## src/rtl/hazard_stall_unit.sv

```systemverilog
`default_nettype none
// ============================================================================
// Module   : hazard_stall_unit
// Brief    : Load-use / branch-operand / mult-div hazard detection with
//            PC, IF/ID and ID/EX stall-flush control and a stall counter.
// Revision : 1.0 - initial release
// ============================================================================
module hazard_stall_unit #(
   parameter int MULDIV_CYCLES = 4,
   parameter int STALL_CNT_W   = 32
) (
   input  logic                   iCLK,
   input  logic                   iRST,
   input  logic [4:0]             iID_NumRs,
   input  logic [4:0]             iID_NumRt,
   input  logic                   iID_UsesRt,
   input  logic                   iID_Branch,
   input  logic                   iID_MulDiv,
   input  logic                   iID_ReadHiLo,
   input  logic                   iBranchTaken,
   input  logic [4:0]             iEX_NumRd,
   input  logic                   iEX_RegWrite,
   input  logic                   iEX_MemRead,
   input  logic [4:0]             iMEM_NumRd,
   input  logic                   iMEM_MemRead,
   output logic                   oPCWrite,
   output logic                   oIFID_Write,
   output logic                   oIFID_Flush,
   output logic                   oIDEX_Flush,
   output logic                   oMulDivBusy,
   output logic [STALL_CNT_W-1:0] oStallCycles
);

   localparam int CNT_W = $clog2(MULDIV_CYCLES + 1);
   localparam logic [CNT_W-1:0] C_MD_LOAD = CNT_W'(MULDIV_CYCLES);
   localparam logic [CNT_W-1:0] C_MD_LAST = CNT_W'(1);

   typedef enum logic [0:0] {
      S_IDLE = 1'b0,
      S_BUSY = 1'b1
   } md_state_t;

   md_state_t              r_state;
   logic [CNT_W-1:0]       r_cnt;
   logic [STALL_CNT_W-1:0] r_stall_cycles;

   logic w_ex_match;
   logic w_mem_match;
   logic w_load_use;
   logic w_br_ex;
   logic w_br_mem_load;
   logic w_md_hazard;
   logic w_stall;
   logic w_stall_out;

   // Register $0 is hard-wired zero, so it never creates a dependency.
   function automatic logic f_match(input logic [4:0] rd, input logic [4:0] rs,
                                    input logic [4:0] rt, input logic uses_rt);
      return (rd != 5'd0) && ((rd == rs) || (uses_rt && (rd == rt)));
   endfunction

   assign w_ex_match    = f_match(iEX_NumRd,  iID_NumRs, iID_NumRt, iID_UsesRt);
   assign w_mem_match   = f_match(iMEM_NumRd, iID_NumRs, iID_NumRt, iID_UsesRt);
   assign w_load_use    = iEX_MemRead && w_ex_match;
   assign w_br_ex       = iID_Branch && iEX_RegWrite && w_ex_match;
   assign w_br_mem_load = iID_Branch && iMEM_MemRead && w_mem_match;
   assign w_md_hazard   = (r_cnt != '0) && (iID_ReadHiLo || iID_MulDiv);
   assign w_stall       = w_load_use || w_br_ex || w_br_mem_load || w_md_hazard;
   assign w_stall_out   = w_stall && !iRST;

   // A stalled branch has invalid operands, so its redirect is ignored.
   assign oPCWrite     = !w_stall_out;
   assign oIFID_Write  = !w_stall_out;
   assign oIDEX_Flush  = w_stall_out;
   assign oIFID_Flush  = !iRST && !w_stall && iBranchTaken;
   assign oMulDivBusy  = (r_state == S_BUSY) && !iRST;
   assign oStallCycles = r_stall_cycles;

   always_ff @(posedge iCLK) begin
      if (iRST) begin
         r_state <= S_IDLE;
         r_cnt   <= '0;
      end else begin
         case (r_state)
            S_IDLE: begin
               if (iID_MulDiv && !w_stall) begin
                  r_cnt   <= C_MD_LOAD;
                  r_state <= S_BUSY;
               end
            end
            S_BUSY: begin
               r_cnt <= r_cnt - C_MD_LAST;
               if (r_cnt == C_MD_LAST) begin
                  r_state <= S_IDLE;
               end
            end
            default: begin
               r_state <= S_IDLE;
               r_cnt   <= '0;
            end
         endcase
      end
   end

   always_ff @(posedge iCLK) begin
      if (iRST) begin
         r_stall_cycles <= '0;
      end else if (w_stall && (r_stall_cycles != '1)) begin
         r_stall_cycles <= r_stall_cycles + STALL_CNT_W'(1);
      end
   end

endmodule
`default_nettype wire

```

## config.mk

```make
export PLATFORM = sky130hd
export DESIGN_NAME = hazard_stall_unit
export DESIGN_NICKNAME = d
export VERILOG_FILES = /design/src/rtl/hazard_stall_unit.sv
export SDC_FILE = /design/constraint.sdc
export NUM_CORES = 1
export LEC_CHECK = 0
export ABC_AREA = 1
export ABC_CLOCK_PERIOD_IN_PS = 2700
export CORE_MARGIN = 4
export CORE_UTILIZATION = 51
export CTS_BUF_LIST = sky130_fd_sc_hd__clkbuf_16
export CTS_CLUSTER_SIZE = 30
export DETAILED_ROUTE_END_ITERATION = 8
export PLACE_DENSITY = 0.82
export SYNTH_ARGS = -nofsm -noshare
export SYNTH_HDL_FRONTEND = slang
export SYNTH_SLANG_ARGS = --single-unit
```

## constraint.sdc

```tcl
create_clock -name iCLK -period 2.7 [get_ports iCLK]
set_clock_uncertainty 0.2 [all_clocks]
set_input_delay 0.27 -clock iCLK [delete_from_list [all_inputs] [get_ports iCLK]]
set_output_delay 0.27 -clock iCLK [all_outputs]
set_load 0.03 [all_outputs]
```

After elaboration in Yosys (flattened, before gate mapping)
Cells that the tools add are included.

storage, ports and cells
  output and inout port bits = 37
  word-level logic and storage cells = 46
  flip-flop bits (word level) = 36
  bits of input ports = 30

cells by class
  eq/ne operators = 7
  muxes and demuxes = 5
  add/sub/neg operators = 2
  bitwise operators = 1
  reduce and logical (&&, ||, !) cells = 28

operators with widths
  cell                     count
  $add A32 B1 Y32 const B  1
  $ne A32 B32 Y1 const B   1
  $eq A5 B5 Y1             4
  $logic_and A1 B1 Y1      16
  $reduce_bool A5 Y1       2
  $logic_or A1 B1 Y1       6
  $pmux W3 S2              1
  $eq A3 B1 Y1 const B     1
  $logic_not A1 Y1         3
  $mux W3                  1
  $reduce_bool A3 Y1       1
  $sub A3 B1 Y3 const B    1
  $mux W1                  2
  $ne A2 B2 Y1 const B     1
  $pmux W1 S2              1
  $not A1 Y1               1

Logic depth before layout (Yosys ltp)
Gate-level depths: netlist of run 1.

  depth in word-level cells = 12
  gate-level depth with buffers = 13
  gate-level depth less buffers = 12

Least setup slack after synthesis of run 1
No wires, ideal clock.

  kind = flip-flop to flip-flop
  from = reg r_stall_cycles[0], in the netlist oStallCycles[0]
  to = reg r_stall_cycles[2], in the netlist oStallCycles[2]
  arrival = 2.003 ns
  slack = 0.426 ns
  period minus slack after synthesis = 2.274 ns
  stages on the path, launching flop included = 12
  data required time = 2.429 ns
  setup time = 0.071 ns
  path buffers = 2
  cell sequence = dfxtp_1 -> ha_1 -> nand2_1 -> nor2_4 -> inv_2 -> nor2_4 -> nand4_4 -> nand2_2 -> buf_6 -> buf_6 -> nand2_1 -> a21oi_2

between the ends
  longest elaborated chain between the ends = 2
  elaborated cells between the ends (all ways) = 3
  classes of those cells = add/sub: 1; eq/ne: 1; reduce/logical: 1

ends and longest elaborated chain
  item                                                     line  source
  from (decl)                                              45    logic [STALL_CNT_W-1:0] r_stall_cycles;
  from (signal assigned)                                   109   r_stall_cycles <= r_stall_cycles + STALL_CNT_W'(1);
  branches (longest 2 deep; another with $add A32 B1 Y32)  n/a

Several ways; the timed one is not identified.
A chain may end at the register's enable or synchronous reset.

Final worst setup path of run 1
  from = in iEX_NumRd[4]
  to = out oIDEX_Flush

between the ends
  longest elaborated chain between the ends = 9
  elaborated cells between the ends (all ways) = 12
  classes of those cells = eq/ne: 2; reduce/logical: 10

ends and longest elaborated chain
  item                                    line    source
  from (decl)                             21      input logic [4:0] iEX_NumRd,
  $eq A5 B5 Y1                            59      return (rd != 5'd0) && ((rd == rs) || (uses_rt && (rd == rt)));
  $logic_and A1 B1 Y1                     59
  $logic_or A1 B1 Y1                      59
  $logic_and A1 B1 Y1 (*)                 59
  $logic_and A1 B1 Y1 (on tied branches)  64, 65
  $logic_or A1 B1 Y1 (*) (3 in a row)     68      assign w_stall = w_load_use || w_br_ex || w_br_mem_load || w_md_hazard;
  $logic_and A1 B1 Y1 (*)                 69      assign w_stall_out = w_stall && !iRST;
  to (decl)                               29      output logic oIDEX_Flush,

Mark *: on every way between the ends. The rest lies on a longest branch, timed or not.

==> impl_metrics.yaml, run 1 <==
run_status:
  outcome: "completed"
drt:
  post_drt_wl_per_cell_um: 13.0
  route.antenna.remaining_nets: 0
  vias_per_cell: 5.27
  post-route-drc-count: 0
  route.vias.total: 3251
  detail_route.wirelength_mm: 8.03
  detailedRoute.firstIterationViolations: 349
  drtPass1Iterations: 5
setup_path:
  crit_path_start_kind: "input port"
  timing_worst_setup_path_type: "in2out"
  cp_cell_sequence: "clkdlybuf4s50_1 > inv_1 > nand2_1 > nand2_1 > nor2_1 > nand3_1 > nand2_1 > nand2_1 > nand3_2 > nand2_1 > inv_1 > dlygate4sd2_1"
  cp_slowest_stage_delay_ps: 500
  worst-path-max-fanout: 3
  cell_family_with_most_cp_delay: "buffers and inverters"
  endpoint_kind: "output pin"
  cp_data_arrival_time_ps: 1990
  critical-path-top-cell-by-count: "sky130_fd_sc_hd__nand2_1"
  critPathRequiredTime_ps: 2230
  critPathBufInv: 4
  critical_path.slowest_cell: "sky130_fd_sc_hd__clkdlybuf4s50_1"
power_and_ir_drop:
  max-vdd-ir-drop_v: 0.000222
  power.density_mw_per_mm2: 411
  total_leakage_power_uw: 0.00152
synth:
  asyncSetResetFlopFracSynth_pct: 0
  postSynthNetCount: 514
  synthesis.yosys.warnings: 0
  synth_xor_xnor_area_share_pct: 5.61
  synth_compound_gate_area_share_pct: 8.15
  dominant_synthesized_flop_cell: "sky130_fd_sc_hd__dfxtp_1"
  synth.ff_latch_count: 36
  synth_enable_flop_cells: 0
  combinational_family_with_the_most_area_after_synthesis: "simple AND/OR/NAND/NOR gates"
  cell_area_after_synthesis_mm2: 0.00281
  simple_gate_fraction_of_synth_area_pct: 48.7
  yosys-mux-area-fraction_pct: 0
  synth_cells: 480
  fraction_of_the_yosys_area_taken_by_sequential_cells_pct: 25.6
  synth.lib_cells_used.distinct: 28
  synth-adder-area-share_pct: 1.78
  postSynthAreaPerCell_um2: 5.85
cells_and_area:
  nets: 581
  flow.area_growth_from_synthesis_pct: 30.5
  fillers: 452
  final_cell_area_mm2: 0.00367
  final_layout_size_suffix_gt1_share_pct: 7.86
  fin_util_pct: 70.0
  layout.cells.most_common_list: "sky130_fd_sc_hd__nand2_1, sky130_fd_sc_hd__clkdlybuf4s50_1, sky130_fd_sc_hd__nor2_1"
  layout_commonest_cell: "sky130_fd_sc_hd__nand2_1"
  multi_input_area_mm2: 0.00180
  insertedDiodeCount: 0
  ff_latch_area_um2: 721
sta:
  max_slew.worst_pin.slew_ps: 414
  finalWorstPathRequiredPeriod_ps: 2460
  slew_violations: 0
  achievable-frequency_mhz: 407
  timing.final.hold_violations: 0
  timing.hold.ws_ps: 289
  final.period_utilization_pct: 91.0
  worst_slew_margin_rel_pct: 72.2
  postLayoutSetupSlackWorst_ps: 244
  rsz0062_at_grt: "false"
  final-setup-viol-count: 0
clock_tree:
  clock_sinks: 36
  cts_buffers: 5
  gates_resized_cts_repair: 1
  post-cts-setup-buffers: 0
  clock_insertion_delay_worst_skew_ps: 280
  tritoncts: "yes"
  cts_root_buf: "sky130_fd_sc_hd__clkbuf_16"
  cts-root-to-sink-buffers: 2
  clkTransAtPathRegs_ps: 50
  cts_hold_buffers: 0
  htreeDepth: 2
global_route:
  grt_start_max_net_pins: 36
  global_route.usage.total_pct: 25.7
  wire_length_of_the_first_global_routing_pass_mm: 13.8
  number_of_global_route_vias_before_repair: 3093
  grt_overflow_total: 0
  antenna_found_initial: 0
flow_run:
  timing.max_cap.violations: 0
place:
  io_buffers: 66
  finalWeightedCongestion: 0.955
  placedInstanceArea_mm2: 0.00353
  dp_worst_setup_slack_ps: -27.0
  dpl.hpwl_mm: 6.24
floorplan:
  core-area_mm2: 0.00524
  start_util_pct: 53.7
  height_of_the_die_um: 82.2
  io_pins: 67
  die_x_um: 82.2
  core.rowCount: 26
  design.die.area_mm2: 0.00676
min_path:
  worstHoldPathType: "reg2reg"
-- worst paths after layout --
kind	cells after the start	to	slack, ps	start
max	12	oIDEX_Flush	240	iEX_NumRd[4]
min	1	r_cnt[0]	290	r_cnt[0]
max reg2reg	11	oStallCycles[8]	340	oStallCycles[1]
min reg2reg	1	r_cnt[0]	290	r_cnt[0]
-- power breakdown --
group          internal [uW]  leakage [uW]  switching (uW)
Clock                    330     0.0000648             209
Combinational            150       0.00116             249
Sequential               551      0.000291            17.3
-- cell type report --
type	instances	area share, %
sequential	36	19.7
timing repair buffer	73	19.3
clock inverter	2	0.205
inverter	57	5.84
tap	70	2.39
multi-input combinational	374	49.2
clock buffer	5	3.41
-- metrics by stage --
stage / cells / TNS, ps / total power (uW)
after floorplan: 480 / 0 / 838
after global placement: 610 / 0 / 968
after detailed placement: 610 / -27.0 / 976
after CTS: 617 / 0 / 1510
after global routing: 617 / 0 / 1580
final: 617 / 0 / 1510
-- cell usage after synthesis, types with 7 or more instances --
| cell | n | area (um2) |
|---|---|---|
| sky130_fd_sc_hd__dfxtp_1 | 36 | 721 |
| sky130_fd_sc_hd__nor3_1 | 10 | 50.1 |
| sky130_fd_sc_hd__nand2_1 | 174 | 653 |
| sky130_fd_sc_hd__xor2_1 | 15 | 131 |
| sky130_fd_sc_hd__inv_2 | 8 | 30.0 |
| sky130_fd_sc_hd__nor2_1 | 56 | 210 |
| sky130_fd_sc_hd__clkbuf_1 | 7 | 26.3 |
| sky130_fd_sc_hd__inv_1 | 48 | 180 |
| sky130_fd_sc_hd__a21oi_2 | 10 | 87.6 |
| sky130_fd_sc_hd__nand3_1 | 50 | 250 |
| sky130_fd_sc_hd__a21oi_1 | 22 | 110 |
| sky130_fd_sc_hd__nand3b_1 | 11 | 82.6 |
-- state kept, by name (all words and copies together) (netlist names) --
signal and flops:
oStallCycles 32, r_cnt 3, r_state 1
-- cell families after synthesis --
logic type                 count (synthesis)
and+or+nand+nor                          314
DFF                                       36
adders and majority gates                  4
buffers and inverters                     70
xor gates and xnor gates                  18
AOI/OAI and AO/OA                         38
-- layer usage --
| layer | vias to the layer above | track usage, % | wire length (um) |
|---|---|---|---|
| met1 | 1426 | 31.8 | 3380 |
| met2 | 163 | 45.4 | 3780 |
| met5 | - | 0 | 0 |
| met3 | 21 | 3.58 | 673 |
| met4 | 0 | 8.47 | 195 |
| li1 | 1641 | - | - |
Note: power is estimated with default switching activity, not from simulation.
==> inputs of run 2 (changes only) <==
Settings changed: CORE_ASPECT_RATIO from default to 1.4.
==> impl_metrics.yaml, run 2 (same netlist as run 1, synthesis figures left out) <==
sta:
  worst_slew_margin_rel_pct: 74.0
  achievable-frequency_mhz: 411
  timing.final.hold_violations: 0
  slew_violations: 0
  final.period_utilization_pct: 90.1
  final-setup-viol-count: 0
  setup-tns-final_ps: 0
  rsz0062_at_grt: "false"
  timing.hold.ws_ps: 294
  max_slew.worst_pin.slew_ps: 391
  finalWorstPathRequiredPeriod_ps: 2430
clock_tree:
  gates_resized_cts_repair: 0
  tritoncts: "yes"
  clock_insertion_delay_worst_skew_ps: 280
  cts_root_buf: "sky130_fd_sc_hd__clkbuf_16"
  clock_sinks: 36
  clkTransAtPathRegs_ps: 60
  cts_hold_buffers: 0
  cts_buffers: 5
  cts-root-to-sink-buffers: 2
  htreeDepth: 2
  post-cts-setup-buffers: 0
min_path:
  hp-start: "r_cnt[1]"
  worstHoldPathType: "reg2reg"
  worst_hold_path.num_cells: 2
  worst_hold_path.endpoint: "r_cnt[1]"
setup_path:
  ff_to_ff_start: "oStallCycles[1]"
  worstRegToRegCells: 10
  crit_path_start_kind: "register"
  rrSetupSlack_ps: 270
  endpoint_kind: "register"
  cp_data_arrival_time_ps: 2440
  rr_endpoint: "oStallCycles[12]"
  timing_worst_setup_path_type: "reg2reg"
  worst-path-max-fanout: 23
  critPathRequiredTime_ps: 2700
drt:
  route.vias.total: 3254
  route.antenna.remaining_nets: 0
  vias_per_cell: 5.29
  post-route-drc-count: 0
  post_drt_wl_per_cell_um: 13.5
  detailedRoute.firstIterationViolations: 170
  drtPass1Iterations: 5
  detail_route.wirelength_mm: 8.30
cells_and_area:
  flow.area_growth_from_synthesis_pct: 30.6
  layout_commonest_cell: "sky130_fd_sc_hd__nand2_1"
  multi_input_area_mm2: 0.00180
  layout.cells.non_filler: 615
  ff_latch_area_um2: 721
  layout.cells.most_common_list: "sky130_fd_sc_hd__nand2_1, sky130_fd_sc_hd__clkdlybuf4s50_1, sky130_fd_sc_hd__nor2_1"
  insertedDiodeCount: 0
  nets: 582
  fillers: 507
  final_cell_area_mm2: 0.00367
  final_layout_size_suffix_gt1_share_pct: 8.56
  max_ffs_per_register: 32
flow_run:
  timing.max_cap.violations: 0
global_route:
  grt_overflow_total: 0
  wire_length_of_the_first_global_routing_pass_mm: 13.5
  grt_start_max_net_pins: 30
  global_route.usage.total_pct: 24.7
  antenna_found_initial: 0
  number_of_global_route_vias_before_repair: 3133
place:
  placedInstanceArea_mm2: 0.00353
  finalWeightedCongestion: 0.889
  io_buffers: 66
  dpl.hpwl_mm: 6.39
  dpl.cell_count: 607
run_status:
  outcome: "completed"
floorplan:
  core.rowCount: 31
  io_pins: 67
  height_of_the_die_um: 95.8
  die_x_um: 70.7
  core-area_mm2: 0.00528
  design.die.area_mm2: 0.00678
  start_util_pct: 53.3
power_and_ir_drop:
  max-vdd-ir-drop_v: 0.000305
  total_leakage_power_uw: 0.00151
  power.density_mw_per_mm2: 419
[run 2: per-layer routing]
layer  track usage (%)  share of wire [%]  vias to the layer above
met5                 0                  0                        -
met4              14.1                4.0                        0
met3              3.97                5.1                       25
met2              47.5                 53                      107
met1              24.9                 38                     1472
li1                  -                  -                     1650
[run 2: worst max-delay path, cell delays in order (launching register included)]
cell	delay (ps)
sky130_fd_sc_hd__dfxtp_1	410
sky130_fd_sc_hd__ha_1	220
sky130_fd_sc_hd__nand2_1	100
sky130_fd_sc_hd__nor2_4	180
sky130_fd_sc_hd__inv_2	60
sky130_fd_sc_hd__nor2_4	200
sky130_fd_sc_hd__nand4_4	270
sky130_fd_sc_hd__nand2_2	160
sky130_fd_sc_hd__buf_4	280
sky130_fd_sc_hd__nand2_1	100
sky130_fd_sc_hd__a21oi_1	160
[run 2: worst max path at each step]
stage / endpoint / start / slack [ps] / cells past startpoint
final: oStallCycles[12] / oStallCycles[1] / 270 / 10
after global routing: oStallCycles[0] / oStallCycles[1] / 90 / 11
after CTS: oStallCycles[12] / oStallCycles[1] / 280 / 10
after detailed placement: oStallCycles[12] / oStallCycles[1] / 310 / 10
after global placement: oStallCycles[1] / oStallCycles[1] / 380 / 11
after floorplan: oStallCycles[2] / oStallCycles[0] / 430 / 11
[run 2: final cells by class]
cell class	count	share of cell area, %
Clock buffer	5	3.41
Clock inverter	3	0.409
Inverter	57	5.83
Multi-Input combinational cell	374	49.2
Sequential cell	36	19.6
Tap cell	66	2.25
Timing Repair Buffer	74	19.3
[run 2: power breakdown]
part	internal, uW	total [uW]	switching (uW)
Combinational	156	408	252
Sequential	550	567	16.3
Clock	335	562	227
[run 2: through the flow]
stage	util [%]	total power (uW)	worst slack, ps
floorplan	-	838	426
global placement	66.9	974	385
detailed placement	66.9	983	305
CTS	69.6	1540	280
global route	69.6	1610	91.0
finish	69.6	1540	267
==> inputs of run 3 (changes only) <==
Settings changed: CORE_UTILIZATION 51 to 35, GPL_TIMING_DRIVEN from default to 0, PLACE_DENSITY 0.82 to default.
==> impl_metrics.yaml, run 3 (same netlist as run 1, synthesis figures left out) <==
drt:
  route.antenna.remaining_nets: 0
  drtPass1Iterations: 4
  vias_per_cell: 4.84
  post_drt_wl_per_cell_um: 13.1
  detailedRoute.firstIterationViolations: 122
  detail_route.wirelength_mm: 8.57
  post-route-drc-count: 0
  route.vias.total: 3167
global_route:
  wire_length_of_the_first_global_routing_pass_mm: 14.4
  grt_overflow_total: 0
  global_route.usage.total_pct: 18.5
  antenna_found_initial: 0
  number_of_global_route_vias_before_repair: 3181
  grt_start_max_net_pins: 18
setup_path:
  cp_data_arrival_time_ps: 2050
  cell_family_with_most_cp_delay: "buffers and inverters"
  timing_worst_setup_path_type: "in2out"
  ff_to_ff_start: "oStallCycles[0]"
  endpoint_kind: "output pin"
  cp_cell_sequence: "clkdlybuf4s50_1 > inv_1 > nand2_1 > nand2_1 > nor2_1 > nand3_1 > nand2_1 > nand2_1 > nand3_4 > buf_4 > nand2_1 > clkdlybuf4s15_1"
  critPathBufInv: 4
  crit_path_start: "iEX_NumRd[0]"
  crit_path_start_kind: "input port"
  critical_path.slowest_cell: "sky130_fd_sc_hd__clkdlybuf4s50_1"
  cp_slowest_stage_delay_ps: 510
  critical-path-top-cell-by-count: "sky130_fd_sc_hd__nand2_1"
  worst-path-max-fanout: 3
  critPathRequiredTime_ps: 2230
cells_and_area:
  final_layout_size_suffix_gt1_share_pct: 8.29
  nets: 588
  flow.area_growth_from_synthesis_pct: 34.2
  ff_latch_area_um2: 721
  layout_commonest_cell: "sky130_fd_sc_hd__nand2_1"
  multi_input_area_mm2: 0.00181
  fillers: 845
  insertedDiodeCount: 0
  fin_util_pct: 48.4
  max_ffs_per_register: 32
  layout.cells.most_common_list: "sky130_fd_sc_hd__nand2_1, sky130_fd_sc_hd__clkdlybuf4s50_1, sky130_fd_sc_hd__nor2_1"
  layout.cells.non_filler: 655
  final_cell_area_mm2: 0.00377
run_status:
  outcome: "completed"
floorplan:
  design.die.area_mm2: 0.00955
  io_pins: 67
  height_of_the_die_um: 114
  die_x_um: 83.7
  core.rowCount: 38
  core-area_mm2: 0.00780
  start_util_pct: 36.0
clock_tree:
  cts-root-to-sink-buffers: 2
  cts_root_buf: "sky130_fd_sc_hd__clkbuf_16"
  tritoncts: "yes"
  clock_sinks: 36
  htreeDepth: 2
  clock_insertion_delay_worst_skew_ps: 280
  cts_buffers: 5
  clkTransAtPathRegs_ps: 60
  cts_hold_buffers: 0
sta:
  timing.hold.ws_ps: 296
  achievable-frequency_mhz: 397
  finalWorstPathRequiredPeriod_ps: 2520
  rsz0062_at_grt: "false"
  timing.final.hold_violations: 0
  slew_violations: 0
  final.period_utilization_pct: 93.3
  worst_slew_margin_rel_pct: 56.1
  max_slew.worst_pin.slew_ps: 659
  final-setup-viol-count: 0
power_and_ir_drop:
  total_leakage_power_uw: 0.00153
  max-vdd-ir-drop_v: 0.000310
  power.density_mw_per_mm2: 440
place:
  dpl.hpwl_mm: 6.92
  io_buffers: 66
  dpl.cell_count: 646
  finalWeightedCongestion: 0.972
  placedInstanceArea_mm2: 0.00360
min_path:
  hp-start: "r_cnt[1]"
  worstHoldPathType: "reg2reg"
flow_run:
  timing.max_cap.violations: 0
## run 3: changes by cell type in the layout (fill, tap and decap cells not counted), sizes merged
| cell | delta |
|---|---|
| dlygate4sd2 | +1 |
| bufinv | +1 |
| buf | -6 |
| clkbuf | +9 |
| inv | -1 |
| clkdlybuf4s50 | +1 |
| clkdlybuf4s15 | +1 |
## run 3: worst reg2reg max path, stage by stage (launching register included)
cell and delay (ps):
sky130_fd_sc_hd__dfxtp_1 470, sky130_fd_sc_hd__ha_1 320, sky130_fd_sc_hd__nand2_1 120, sky130_fd_sc_hd__nor2_4 180, sky130_fd_sc_hd__inv_2 70, sky130_fd_sc_hd__nor2_4 200, sky130_fd_sc_hd__nand4_4 140, sky130_fd_sc_hd__nand2_2 110
sky130_fd_sc_hd__buf_6 140, sky130_fd_sc_hd__buf_6 150, sky130_fd_sc_hd__nand2_1 70, sky130_fd_sc_hd__a21oi_2 130
## run 3: final timing paths
path	end	slack (ps)	depth (start not counted)
worst max-delay path	oIFID_Write	180	12
worst max register to register	oStallCycles[30]	320	11
worst min-delay path	r_cnt[1]	300	2
worst min register to register	r_cnt[1]	300	2
## run 3: repair_timing
item | 4_1_cts | 5_1_grt
endpoints found under the setup margin | 4 | 13
endpoints found under the hold margin | 0 | 0
setup buffers | 2 | 0
gates resized for setup | 6 | 6
## run 3: where the power goes
part	internal, uW	switching [uW]	total [uW]	leakage (uW)
clock	434	232	666	0.0000798
sequential	550	22.2	572	0.000291
combinational	166	255	421	0.00116
## run 3: layer usage
layer	GRT usage (%)	vias up	part of all wire (%)
met1	18.8	1406	39
met2	35.7	83	53
met5	0	-	0
met4	9.12	0	4.0
li1	-	1657	-
met3	3.40	21	4.7
## run 3: cell type report
cell class,count,share of cell area (%)
multi-input cells,374,48.0
flip-flops and latches,36,19.1
repair buffers,68,17.6
inverters,57,5.67
clock buffers,5,3.32
well taps,100,3.32
plain buffers,12,1.79
clock inverters,3,1.13
## run 3: stage by stage
step           setup TNS (ps)  power, uW  setup WS [ps]
3_3_place_gp            -1670        997           -468
5_1_grt                     0       1740           10.0
4_1_cts                     0       1680           37.2
6_report                    0       1660            182
2_1_floorplan               0        838            426
3_5_place_dp            -1630       1000           -482
